===== config.mk =====
export PLATFORM = sky130hd
export DESIGN_NAME = write_control
export DESIGN_NICKNAME = d
export VERILOG_FILES = /design/src/rtl/write_control_pkg.sv /design/src/rtl/write_pulse_stretch.sv /design/src/rtl/write_control.sv
export SDC_FILE = /design/constraint.sdc
export NUM_CORES = 1
export LEC_CHECK = 0
export ABC_AREA = 0
export CAP_MARGIN = 10
export CORE_MARGIN = 8
export CORE_UTILIZATION = 35
export DETAILED_ROUTE_END_ITERATION = 10
export GPL_TIMING_DRIVEN = 0
export PLACE_DENSITY = 0.57
export SYNTH_ARGS = -nofsm -noshare
export SYNTH_HDL_FRONTEND = slang
export SYNTH_SLANG_ARGS = --single-unit

===== constraint.sdc =====
create_clock -name CLK_MASTER -period 2.5 [get_ports CLK_MASTER]
set_input_delay 0.5 -clock CLK_MASTER [delete_from_list [all_inputs] [get_ports CLK_MASTER]]
set_output_delay 0.5 -clock CLK_MASTER [all_outputs]
set_load 0.02 [all_outputs]

===== src/rtl/write_control_pkg.sv =====
// Shared state encoding and timing-record field positions for the flux write path.
package write_control_pkg;

   typedef enum logic [2:0] {
      StIdle,
      StWait,
      StLead,
      StFetch,
      StDelay,
      StPulse
   } wc_state_e;

   localparam int unsigned REC_PULSE_BIT = 7;
   localparam int unsigned REC_DELAY_MSB = 6;

   function automatic logic is_writing(input wc_state_e s);
      return (s == StLead) || (s == StFetch) || (s == StDelay) || (s == StPulse);
   endfunction

endpackage


===== src/rtl/write_pulse_stretch.sv =====
// Load/count-down pulse generator driving FD_WRDATA; the output register trails the
// count by one cycle, so the pulse starts the cycle after the load.
module write_pulse_stretch #(
   parameter logic [7:0] PULSE_WIDTH = 8'd4
) (
   input  logic CLK_MASTER,
   input  logic RESET_N,
   input  logic load,
   input  logic kill,
   output logic last,
   output logic pulse
);

   logic [7:0] count_q;
   logic       pulse_q;

   always_ff @(posedge CLK_MASTER or negedge RESET_N) begin
      if (!RESET_N) begin
         count_q <= 8'd0;
         pulse_q <= 1'b0;
      end else if (kill) begin
         count_q <= 8'd0;
         pulse_q <= 1'b0;
      end else begin
         pulse_q <= (count_q != 8'd0);
         if (load) begin
            count_q <= PULSE_WIDTH;
         end else if (count_q != 8'd0) begin
            count_q <= count_q - 8'd1;
         end
      end
   end

   // A zero width still releases the PULSE state after one cycle.
   assign last  = (count_q <= 8'd1);
   assign pulse = pulse_q;

endmodule


===== src/rtl/write_control.sv =====
// Replays stored flux-timing records from the sample RAM to the drive as write pulses,
// framed by index-counted start/stop and a write-gate lead-in.
module write_control
   import write_control_pkg::*;
#(
   parameter logic [7:0] PULSE_WIDTH = 8'd4,
   parameter logic [7:0] GATE_LEAD   = 8'd16
) (
   input  logic       CLK_MASTER,
   input  logic       RESET_N,
   input  logic       START,
   input  logic       ABORT,
   input  logic       FD_INDEX_IN,
   input  logic       CKE_TIMEBASE,
   input  logic [7:0] WR_START_MASK,
   input  logic [7:0] WR_START_NUM,
   input  logic [7:0] WR_STOP_MASK,
   input  logic [7:0] WR_STOP_NUM,
   input  logic [7:0] RD_DATA,
   input  logic       RD_VALID,
   output logic       RD_ACK,
   output logic       FD_WRGATE,
   output logic       FD_WRDATA,
   output logic       WAITING,
   output logic       WRITING,
   output logic       UNDERRUN
);

   wc_state_e              state_q, state_d;
   logic                   idx_q;
   logic                   index_evt;
   logic                   stop_evt;
   logic [7:0]             scount_q, scount_d;
   logic [7:0]             ecount_q, ecount_d;
   logic [7:0]             lead_q, lead_d;
   logic [REC_DELAY_MSB:0] dly_q, dly_d;
   logic                   rec_pulse_q, rec_pulse_d;
   logic                   underrun_q, underrun_d;
   logic                   rd_ack_q, waiting_q, writing_q;
   logic                   pulse_load, pulse_kill, pulse_last, pulse_out;
   logic                   unused_mask_bits;

   assign unused_mask_bits = ^{WR_START_MASK[7:1], WR_STOP_MASK[7:1]};

   assign index_evt = FD_INDEX_IN & ~idx_q;
   assign stop_evt  = is_writing(state_q) && WR_STOP_MASK[0] && index_evt &&
                      (ecount_q == 8'd0);

   always_comb begin
      state_d     = state_q;
      scount_d    = scount_q;
      ecount_d    = ecount_q;
      lead_d      = lead_q;
      dly_d       = dly_q;
      rec_pulse_d = rec_pulse_q;
      underrun_d  = underrun_q;
      pulse_load  = 1'b0;
      pulse_kill  = 1'b0;

      unique case (state_q)
         StIdle: begin
            if (START) begin
               state_d    = StWait;
               scount_d   = WR_START_NUM;
               ecount_d   = WR_STOP_NUM;
               underrun_d = 1'b0;
            end
         end
         StWait: begin
            if (!WR_START_MASK[0]) begin
               state_d = StLead;
               lead_d  = GATE_LEAD;
            end else if (index_evt) begin
               if (scount_q != 8'd0) begin
                  scount_d = scount_q - 8'd1;
               end else begin
                  state_d = StLead;
                  lead_d  = GATE_LEAD;
               end
            end
         end
         StLead: begin
            if (lead_q <= 8'd1) begin
               state_d = StFetch;
               lead_d  = 8'd0;
            end else begin
               lead_d = lead_q - 8'd1;
            end
         end
         StFetch: begin
            if (RD_VALID) begin
               state_d     = StDelay;
               dly_d       = RD_DATA[REC_DELAY_MSB:0];
               rec_pulse_d = RD_DATA[REC_PULSE_BIT];
            end else begin
               state_d = StIdle;
               if (WR_STOP_MASK[0]) begin
                  underrun_d = 1'b1;
               end
            end
         end
         StDelay: begin
            if (dly_q == '0) begin
               if (rec_pulse_q) begin
                  state_d    = StPulse;
                  pulse_load = 1'b1;
               end else begin
                  state_d = StFetch;
               end
            end else if (CKE_TIMEBASE) begin
               dly_d = dly_q - 1'b1;
            end
         end
         StPulse: begin
            if (pulse_last) begin
               state_d = StFetch;
            end
         end
         default: state_d = StIdle;
      endcase

      // Index-count stop outranks the normal flow, including end-of-stream in FETCH.
      if (is_writing(state_q) && WR_STOP_MASK[0] && index_evt && (ecount_q != 8'd0)) begin
         ecount_d = ecount_q - 8'd1;
      end
      if (stop_evt) begin
         state_d    = StIdle;
         underrun_d = underrun_q;
         pulse_load = 1'b0;
         pulse_kill = 1'b1;
      end

      if (ABORT) begin
         state_d    = StIdle;
         scount_d   = scount_q;
         ecount_d   = ecount_q;
         underrun_d = underrun_q;
         pulse_load = 1'b0;
         pulse_kill = 1'b1;
      end
   end

   always_ff @(posedge CLK_MASTER or negedge RESET_N) begin
      if (!RESET_N) begin
         state_q     <= StIdle;
         idx_q       <= 1'b0;
         scount_q    <= 8'd0;
         ecount_q    <= 8'd0;
         lead_q      <= 8'd0;
         dly_q       <= '0;
         rec_pulse_q <= 1'b0;
         underrun_q  <= 1'b0;
         rd_ack_q    <= 1'b0;
         waiting_q   <= 1'b0;
         writing_q   <= 1'b0;
      end else begin
         state_q     <= state_d;
         idx_q       <= FD_INDEX_IN;
         scount_q    <= scount_d;
         ecount_q    <= ecount_d;
         lead_q      <= lead_d;
         dly_q       <= dly_d;
         rec_pulse_q <= rec_pulse_d;
         underrun_q  <= underrun_d;
         // Pop lands on the edge after the record is latched, while the head is still valid.
         rd_ack_q    <= (state_q == StFetch) && (state_d == StDelay);
         waiting_q   <= (state_d == StWait);
         writing_q   <= is_writing(state_d);
      end
   end

   write_pulse_stretch #(
      .PULSE_WIDTH(PULSE_WIDTH)
   ) u_pulse_stretch (
      .CLK_MASTER(CLK_MASTER),
      .RESET_N   (RESET_N),
      .load      (pulse_load),
      .kill      (pulse_kill),
      .last      (pulse_last),
      .pulse     (pulse_out)
   );

   assign RD_ACK    = rd_ack_q;
   assign FD_WRGATE = writing_q;
   assign FD_WRDATA = pulse_out;
   assign WAITING   = waiting_q;
   assign WRITING   = writing_q;
   assign UNDERRUN  = underrun_q;

endmodule


* After elaboration in Yosys (flattened, before gate mapping)
Cells that the tools add are included.
** Word-level totals
- Bits in registers :: 49
- Input bits :: 47
- Output and inout port bits :: 6
** Operators by class
- $add $sub $neg :: 5
- $lt $le $gt $ge :: 2
- Equality and inequality tests :: 21
- Multiplexer cells :: 44
- Bitwise gates (word level) :: 4
- Reduce and logical (&&, ||, !) cells :: 30
** Operators by type and width (count)
- 2-to-1 mux 8 bit :: 14
- 2-to-1 mux 3 bit :: 11
- case mux 8 bit (2 select lines) :: 2
- subtractor 8 x 1 -> 8 bit (second input constant) :: 4
- nonzero test 8 bit :: 3
- 2-to-1 mux 7 bit :: 3
- != test 2 bit (second input constant) :: 9
- case mux 3 bit (6 select lines) :: 1
- less-or-equal comparator 8 x 1 -> 1 bit (second input constant) :: 2
- case mux 7 bit (2 select lines) :: 1
- equality test 3 x 2 -> 1 bit (second input constant) :: 4
- equality test 3 bit (second input constant) :: 4
- AND reduction 6 bit :: 2
- nonzero test 2 bit :: 6
- 2-to-1 mux 1 bit :: 11
- zero test 8 bit :: 1
- zero test 7 bit :: 1
- subtractor 7 x 1 -> 7 bit (second input constant) :: 1
- equality test 3 x 1 -> 1 bit (second input constant) :: 2
- logical OR 1 bit :: 6
- != test 3 bit (second input constant) :: 2
- AND reduction 3 bit :: 2
- logical AND 1 bit :: 5
- AND reduction 4 bit :: 1
- 6 further kinds :: 8

* Logic depth before layout (Yosys ltp)
Gate-level depths: netlist (run 1).
- Word-level depth :: 13
- Gate-level depth with buffers :: 8
- Depth with buffers taken out :: 7

* By module
From an unflattened synthesis (run 1), not the netlist that was laid out.
** Second synthesis, totals
- Cells, all modules :: 343
- Area total of the unflattened synthesis :: 3012.9 um^2
** By module, submodules not included
- write_control :: times used 1, cells an instance 287, area each 2502.4 um^2, seq. area each 1001.0 um^2
- write_pulse_stretch :: times used 1, cells an instance 56, area each 510.5 um^2, seq. area each 225.2 um^2

* Worst setup path before layout (run 1)
OpenSTA, ideal clock, no wires.
- Kind :: reg-to-reg
- Start :: register scount_q[0]
- End :: register lead_q[3]
- Setup time :: 141 ps
- Arrival time :: 1852 ps
- Setup slack :: 507 ps
- Stages on the path, launching flop included :: 8
- Path buffers :: 0
- Period minus slack after synthesis :: 1993 ps
- Cells stage by stage :: dfrtp_1 > inv_1 > ha_1 > or4b_4 > o41ai_4 > a21oi_2 > o21ai_1 > o21ai_1
** On the way
- Word-level cells in the longest chain between the ends :: 3
** RTL lines
- start, declared :: RTL line write_control.sv:33 : logic [7:0] scount_q, scount_d;
- start signal, assigned :: RTL line write_control.sv:159 : scount_q <= scount_d;
- nonzero test 8 bit :: RTL line write_control.sv:74 : if (scount_q != 8'd0) begin
- != test 3 bit (no source line)
- AND reduction 3 bit (no source line)
- end signal, assigned :: RTL line write_control.sv:161 : lead_q <= lead_d;
- end, declared :: RTL line write_control.sv:35 : logic [7:0] lead_q, lead_d;
Every way passes these cells.
A chain may end at the register's enable or synchronous reset.

* Worst setup path in the final report (run 1)
- Start :: register ecount_q[0]
- End :: register ecount_q[3]
** On the way
- Word-level cells in the longest chain between the ends :: 4
- Elaborated cells on any way between the ends :: 7
- Those cells by class :: add/sub (1); mux (1); reduce/logical (5)
** RTL lines
- start, declared :: RTL line write_control.sv:34 : logic [7:0] ecount_q, ecount_d;
- start signal, assigned :: RTL line write_control.sv:160 : ecount_q <= ecount_d;
- branches (longest 4 deep; another with subtractor 8 x 1 -> 8 bit)
Several ways; the timed one is not identified.

==> reports/metrics.csv, run 1 <==
stage;metric;value;unit
outcome;outcome;completed;
detailed_routing;antenna-violating nets left;0;
cells_and_area;n_diodes;0;
yosys;Synth Instances;328;
sta;Slew Viols, Final;0;
critical_path;kind of critical path;flop to flop;
cells_and_area;fin cells;480;
sta;RSZ-0062 raised after global routing;false;
sta;Final WS setup;0.1941;ns
worst_hold_path;Hold WC Path Type;input pin to async pin;
detailed_routing;drt wl/cell;14.39;µm
yosys;adder-cell share of the synthesized area;2.985;%
sta;Least-Margin Pin Slew;0.6509;ns
yosys;post-synth top area share;41.79;%
place;Detailed Place HPWL;5263;µm
floorplan;site row count;33;
yosys;mux cell area share after synthesis;2.090;%
critical_path;Critical Path End Type;flop;
floorplan;Die Width;107.6;µm
critical_path;Crit path arrival time;2.50;ns
critical_path;CP max FO;8;
clock_tree;Clk Latency, worst-skew pair;0.30;ns
critical_path;Max stage delay on crit path;0.43;ns
clock_tree;number of clock sinks;49;
grt;first-pass GRT wire length;11820;µm
detailed_routing;# DRC;0;
clock_tree;Num CTS Buffers;5;
clock_tree;post-CTS repair timing setup buffer count;0;
clock_tree;clock root cell;clkbuf_8;
place;PortBufs;38;
floorplan;initial core utilization;35.89;%
yosys;Post-synth EDFFs;0;
critical_path;crit start category;flop;
power;total power;0.002863;W
detailed_routing;First-pass DRT Iterations;4;
cells_and_area;NumNets Final;428;
clock_tree;Hold-fix buffers, CTS;0;
clock_tree;CTS Buffer Depth;2;
yosys;ranking of synthesized cells by area;dfrtp_1, nor2_1, a21oi_1;
yosys;synthesized area;2934;µm²
critical_path;family with the most delay on the worst path;simple AND/OR/NAND/NOR gates;
sta;Final period util;92.23;%
grt;grt total ovfl;0;
floorplan;Die Ht;107.6;µm
yosys;Mapped Avg Cell Area;8.945;µm²
place;placed cells;472;
detailed_routing;Via-to-Cell Ratio;5.254;
yosys;Synth Warn #;0;
yosys;largest family of logic cells by synthesized area;simple AND/OR/NAND/NOR gates;
grt;initial antenna violation count;0;
detailed_routing;drt total wl;6907;µm
clock_tree;TritonCTS clock tree;built;
sta;post-route minimum period;2.306;ns
critical_path;CP required;2.70;ns
clock_tree;post-cts repair resize count;0;
cells_and_area;filler instances;828;
yosys;leading register cell type out of synthesis;dfrtp_1;
yosys;Seq/Total Area, Yosys;41.79;%
power;Pleak;1.458;nW
grt;GR Util All Layers;12.31;%
floorplan;Die Area;11570;µm²
yosys;Async S/R FF share, synth;100.0;%
cells_and_area;Area Growth Syn to Fin;21.92;%
yosys;largest area contributor in the netlist;dfrtp_1;
detailed_routing;1st-iter DRT viols;98;
sta;Worst slew margin;55.99;%
critical_path;crit-path cells;inv_1, ha_1, or3b_1, nor3_4, a21o_1, a21oi_2, o221a_1;
cells_and_area;Register Area;1226;µm²
grt;vias in the first global route;2460;
flow_run;Max Cap Viol;0;
yosys;synth unique cells;61;
power;P per Cell Area;800.3;nW/µm²
critical_path;Slowest cell on crit path;dfrtp_1;
power;worst vdd ir;0.0003060;V
clock_tree;H-Tree Depth;2;
yosys;Yosys reg bits;49;
place;Place WS;-0.01631;ns
cells_and_area;area of the multi-input gates;1602;µm²
yosys;Synth Area in Simple Gates;24.73;%
detailed_routing;vias;2522;
sta;Layout Skew;0.009279;ns
sta;worst hold slack;0.1374;ns
clock_tree;clock-pin slew of the registers on the worst-case setup and hold paths;0.09;ns
floorplan;I/O Pins;53;
floorplan;Core Box Area;8175;µm²
yosys;Synth Area in XOR/XNOR;2.388;%
sta;Max Clk Rate;433.7;MHz
yosys;Synth Area in Compound Gates;22.39;%
critical_path;Buf/Inv on CP;1;
yosys;Mapped Nets;382;
sta;final setup fails;0;
place;Placer Congestion;0.7634;
sta;Hold Fails Final Rpt;0;
grt;largest net degree at the start of global routing;33;
cells_and_area;share of cells above drive strength 1;7.467;%
==> power breakdown <==
| group | total [W] | internal [W] | switching [W] |
|---|---|---|---|
| clock network | 0.000587 | 0.000326 | 0.000260 |
| logic | 0.00105 | 0.000481 | 0.000573 |
| registers | 0.00122 | 0.00101 | 0.000216 |
==> final cells by class <==
class	instances	share of cell area, %
repair buffers	39	11.05
inverters	14	1.469
clock inverters	1	0.8395
multi-input cells	255	44.77
plain buffers	10	1.504
well taps	105	3.673
flip-flops and latches	49	34.28
clock buffers	7	2.413
==> registers in the layout, indices dropped and copies added (netlist names), 3 cells and up <==
| register | cells |
|---|---|
| dly_q | 7 |
| ecount_q | 8 |
| scount_q | 8 |
| u_pulse_stretch.count_q | 8 |
| state_q | 3 |
| lead_q | 8 |
==> cells by family (layout without fill, tap and decap cells) <==
logic type               Yosys count  in the layout
XOR/XNOR                           8              8
buffers and inverters             24             71
flip-flops                        49             49
AND/OR/NAND/NOR                  136            136
multiplexers                       6              6
AO/OA/AOI/OAI                     98             98
adder cells (fa/ha/maj)            7              7
==> synthesized netlist by cell type, drive strengths merged, types with 4 or more instances <==
library cell / instances
dfrtp: 49
nor2: 38
o21ai: 33
a21oi: 26
nand2: 25
nor3: 18
inv: 14
nand3: 12
ha: 7
nand2b: 7
or3: 7
nor3b: 6
buf: 5
clkbuf: 5
mux2i: 5
nand3b: 5
nor2b: 5
xnor2: 5
a31oi: 4
==> metal layers <==
metal	share of wire, %	wire length [µm]	global-route usage (%)
met5	0	0	0
met2	48	3293	20.00
met1	48	3288	16.04
met4	1.5	106	3.964
met3	3.2	219	2.335
==> metrics by stage <==
stage / util (%) / TNS [ns] / area (µm²)
3_5_place_dp: 42.33 / -0.01785 / 3461
2_1_floorplan: - / 0 / 2934
6_report: 43.76 / 0 / 3577
3_3_place_gp: 42.15 / -31.73 / 3446
4_1_cts: 43.76 / 0 / 3577
5_1_grt: 43.76 / 0 / 3577
==> final timing paths <==
path,cells after the start,end,slack (ns),startpoint
hold reg to reg,2,UNDERRUN,0.50,UNDERRUN
setup / recovery,7,ecount_q[3],0.19,ecount_q[0]
hold / removal,1,ecount_q[2],0.14,RESET_N
setup reg to reg,7,ecount_q[3],0.19,ecount_q[0]
min in group CLK_MASTER,2,UNDERRUN,0.50,UNDERRUN
max in group asynchronous,2,state_q[0],1.83,RESET_N
==> worst reg2reg max path, delay by kind of cell (launching register included) <==
| kind | cells | cell delay [ns] |
|---|---|---|
| adder cells (fa/ha/maj) | 1 | 0.25 |
| flip-flops | 1 | 0.43 |
| AND/OR/NAND/NOR | 2 | 0.74 |
| AO/OA/AOI/OAI | 3 | 0.70 |
| buffers and inverters | 1 | 0.09 |
==> placed cells by master (no fill, tap or decap), drive strengths merged, types with 2 or more instances in the layout <==
| cell | synthesis | layout |
|---|---|---|
| o21ai | 33 | 33 |
| o221a | 3 | 3 |
| nand3 | 12 | 12 |
| o31ai | 2 | 2 |
| clkdlybuf4s50 | 0 | 37 |
| buf | 5 | 7 |
| a31oi | 4 | 4 |
| nor2 | 38 | 38 |
| ha | 7 | 7 |
| inv | 14 | 14 |
| a221oi | 3 | 3 |
| nor3b | 6 | 6 |
| xor2 | 3 | 3 |
| a21boi | 3 | 3 |
| a2bb2oi | 2 | 2 |
| nand2 | 25 | 25 |
| nand2b | 7 | 7 |
| and3 | 3 | 3 |
| xnor2 | 5 | 5 |
| a2111oi | 2 | 2 |
| nor4b | 2 | 2 |
| a22o | 2 | 2 |
| dfrtp | 49 | 49 |
| or3 | 7 | 7 |
| a21oi | 26 | 26 |
| mux2i | 5 | 5 |
| a211oi | 3 | 3 |
| a21o | 3 | 3 |
| nand3b | 5 | 5 |
| nor3 | 18 | 18 |
| nand4 | 2 | 2 |
| clkbuf | 5 | 12 |
| o41ai | 2 | 2 |
| nor2b | 5 | 5 |
No activity file was read; power rests on OpenSTA's default activity.
==> run 2: changes to the inputs <==
--- a/config.mk
+++ b/config.mk
@@ -7,11 +7,11 @@
 export LEC_CHECK = 0
 export ABC_AREA = 0
 export CAP_MARGIN = 10
-export CORE_MARGIN = 8
 export CORE_UTILIZATION = 35
 export DETAILED_ROUTE_END_ITERATION = 10
+export DONT_BUFFER_PORTS = 1
 export GPL_TIMING_DRIVEN = 0
-export PLACE_DENSITY = 0.57
+export PLACE_DENSITY = 0.49
 export SYNTH_ARGS = -nofsm -noshare
 export SYNTH_HDL_FRONTEND = slang
 export SYNTH_SLANG_ARGS = --single-unit
==> run 2 against run 1 <==
Effect of this change:
- combinational power shrank 9%
- register-to-register slack gained 0.02 ns
- global-route usage grew 4.1 points
- worst setup slack gained 0.022 ns
- critical path depth is the same
- fmax grew 0.94%
- die area shrank 24%
- non-clock buffer count shrank 38
- worst hold slack lost 0.10 ns
- sequential power is essentially flat
==> reports/metrics.csv, run 2 (same netlist as run 1, synthesis figures left out) <==
stage;metric;value;unit;change
floorplan;I/O Pins;53;;unchanged
cells_and_area;Final Core Density;38.89;%;was 43.76%
floorplan;Die Area;8753;µm²;was 11570 µm²
clock_tree;clock-pin slew of the registers on the worst-case setup and hold paths;0.10;ns;was 0.09 ns
clock_tree;clock root cell;clkbuf_8;;unchanged
outcome;outcome;completed;;unchanged
grt;met2 Use GR;25.67;%;was 20.00%
detailed_routing;antenna-violating nets left;0;;unchanged
place;Place WS;0.2373;ns;was -0.01631 ns
sta;RSZ-0062 raised after global routing;false;;unchanged
critical_path;family with the most delay on the worst path;compound AO/OA/AOI/OAI gates;;was simple AND/OR/NAND/NOR gates
grt;most used routing layer;met2;;unchanged
power;P_sw;0.001053;W;was 0.001048 W
cells_and_area;fin cells;442;;was 480
grt;vias in the first global route;2299;;was 2460
critical_path;CP required;2.67;ns;was 2.70 ns
critical_path;Crit path arrival time;2.45;ns;was 2.50 ns
detailed_routing;drt total wl;6681;µm;was 6907 µm
grt;met3 Use GR;3.740;%;was 2.335%
sta;Layout Skew;0.01019;ns;was 0.009279 ns
clock_tree;TritonCTS clock tree;built;;unchanged
sta;Hold Fails Final Rpt;0;;unchanged
clock_tree;number of clock sinks;49;;unchanged
critical_path;Slowest cell on crit path;or4b_4;;was dfrtp_1
sta;Least-Margin Pin Slew;0.6526;ns;was 0.6509 ns
clock_tree;H-Tree Depth;2;;unchanged
power;share of power burned in the clock network;18.1;%;was 20.5%
clock_tree;post-cts repair resize count;0;;unchanged
critical_path;crit-path cells;inv_1, ha_1, or4b_4, o41ai_4, a21oi_2, o21ai_1, o21ai_1;;was inv_1, ha_1, or3b_1, nor3_4, a21o_1, a21oi_2, o221a_1
place;Placer Congestion;0.7503;;was 0.7634
place;PortBufs;0;;was 38
detailed_routing;drt wl/cell;15.12;µm;was 14.39 µm
grt;GR Util All Layers;16.46;%;was 12.31%
cells_and_area;filler instances;873;;was 828
grt;first-pass GRT wire length;11380;µm;was 11820 µm
power;worst vdd ir;0.0002758;V;was 0.0003060 V
cells_and_area;NumNets Final;390;;was 428
critical_path;Critical Path End Type;flop;;unchanged
grt;initial antenna violation count;0;;unchanged
critical_path;Buf/Inv on CP;1;;unchanged
power;Sw Share;39.28;%;was 36.62%
clock_tree;Num CTS Buffers;5;;unchanged
sta;post-route minimum period;2.284;ns;was 2.306 ns
critical_path;Max stage delay on crit path;0.52;ns;was 0.43 ns
critical_path;Stages on worst setup path;7;;unchanged
power;P per Cell Area;843.6;nW/µm²;was 800.3 nW/µm²
cells_and_area;share of cells above drive strength 1;8.012;%;was 7.467%
sta;Final period util;91.37;%;was 92.23%
detailed_routing;# DRC;0;;unchanged
grt;met1 usage;22.81;%;was 16.04%
power;Pint;0.001629;W;was 0.001815 W
sta;final setup fails;0;;unchanged
clock_tree;CTS Buffer Depth;2;;unchanged
cells_and_area;commonest non-fill, non-tap cell in the layout;dfrtp_1;;unchanged
grt;largest net degree at the start of global routing;50;;was 33
cells_and_area;most frequent cells in the layout;dfrtp_1, nor2_1, nand2_1, a21oi_1, o21ai_1;;was dfrtp_1, nor2_1, clkdlybuf4s50_1, nand2_1, a21oi_1
floorplan;site row count;33;;unchanged
critical_path;CP max FO;10;;was 8
power;Pleak;1.303;nW;was 1.458 nW
place;placed cells;433;;was 472
detailed_routing;1st-iter DRT viols;108;;was 98
sta;Slew Viols, Final;0;;unchanged
detailed_routing;First-pass DRT Iterations;4;;unchanged
critical_path;most used cell along the critical path;o21ai_1;;
detailed_routing;vias;2392;;was 2522
cells_and_area;Area Growth Syn to Fin;8.358;%;was 21.92%
power;total power;0.002682;W;was 0.002863 W
floorplan;Core Box Area;8175;µm²;unchanged
worst_hold_path;Hold WC Path Type;input pin to async pin;;unchanged
sta;Final WS setup;0.2157;ns;was 0.1941 ns
critical_path;kind of critical path;flop to flop;;unchanged
power;share of power burned in registers;46.0;%;was 42.7%
floorplan;initial core utilization;35.89;%;unchanged
critical_path;worst reg-to-reg path cell count;7;;unchanged
place;Detailed Place HPWL;4830;µm;was 5263 µm
sta;Worst slew margin;56.23;%;was 55.99%
critical_path;end of the worst register-to-register path;lead_q[3];;was ecount_q[3]
floorplan;Die Width;93.56;µm;was 107.6 µm
sta;Max Clk Rate;437.8;MHz;was 433.7 MHz
critical_path;reg2reg start;scount_q[0];;was ecount_q[0]
power;Logic pwr share;35.8;%;was 36.8%
clock_tree;Clk Latency, worst-skew pair;0.31;ns;was 0.30 ns
floorplan;Die Ht;93.56;µm;was 107.6 µm
detailed_routing;Via-to-Cell Ratio;5.412;;was 5.254
cells_and_area;n_diodes;0;;unchanged
sta;setup TNS;0;ns;unchanged
flow_run;Max Cap Viol;0;;unchanged
critical_path;r2r setup slk;0.22;ns;was 0.19 ns
critical_path;crit start category;flop;;unchanged
grt;grt total ovfl;0;;unchanged
[run 2: metrics by stage]
stage	area [µm²]	hold WS [ns]
after floorplan	2934	0.2044
after global placement	3065	0.2056
after detailed placement	3065	0.2055
after CTS	3179	0.04200
after global routing	3179	0.03575
final	3179	0.03419
[run 2: worst max path at each step]
| stage | startpoint | to | slack, ns |
|---|---|---|---|
| floorplan | scount_q[0] | lead_q[3] | 0.51 |
| global placement | scount_q[0] | lead_q[3] | 0.21 |
| detailed placement | scount_q[0] | lead_q[3] | 0.24 |
| CTS | scount_q[0] | lead_q[3] | 0.19 |
| global route | scount_q[0] | lead_q[2] | 0.09 |
| finish | scount_q[0] | lead_q[3] | 0.22 |
[run 2: layout make-up]
cell class	count	area, µm²	share of cell area (%)
multi-input combinational	255	1602	50.37
sequential	49	1226	38.57
tap	105	131.4	4.132
clock buffer	6	72.57	2.283
buffer	10	53.80	1.692
inverter	14	52.55	1.653
timing repair buffer	1	27.53	0.8658
clock inverter	2	13.76	0.4329
[run 2: metal layers]
metal  vias up  wire length, µm
met5         -                0
met3         6              282
met2        33             3117
met1      1139             3215
met4         0               65
li1       1214                -
[run 2: repair_timing]
item                      4_1_cts  5_1_grt
hold endpoints to repair       49        0
hold buffers                    1        0
buffers inserted                0        0
[run 2: power by group through the flow]
stage	logic, W	registers [W]	clock network [W]
after global placement	0.000944	0.00125	0
after global routing	0.00111	0.00128	0.000544
after detailed placement	0.000951	0.00125	0
final	0.000960	0.00124	0.000487
after floorplan	0.000798	0.00120	0
after CTS	0.000978	0.00124	0.000511
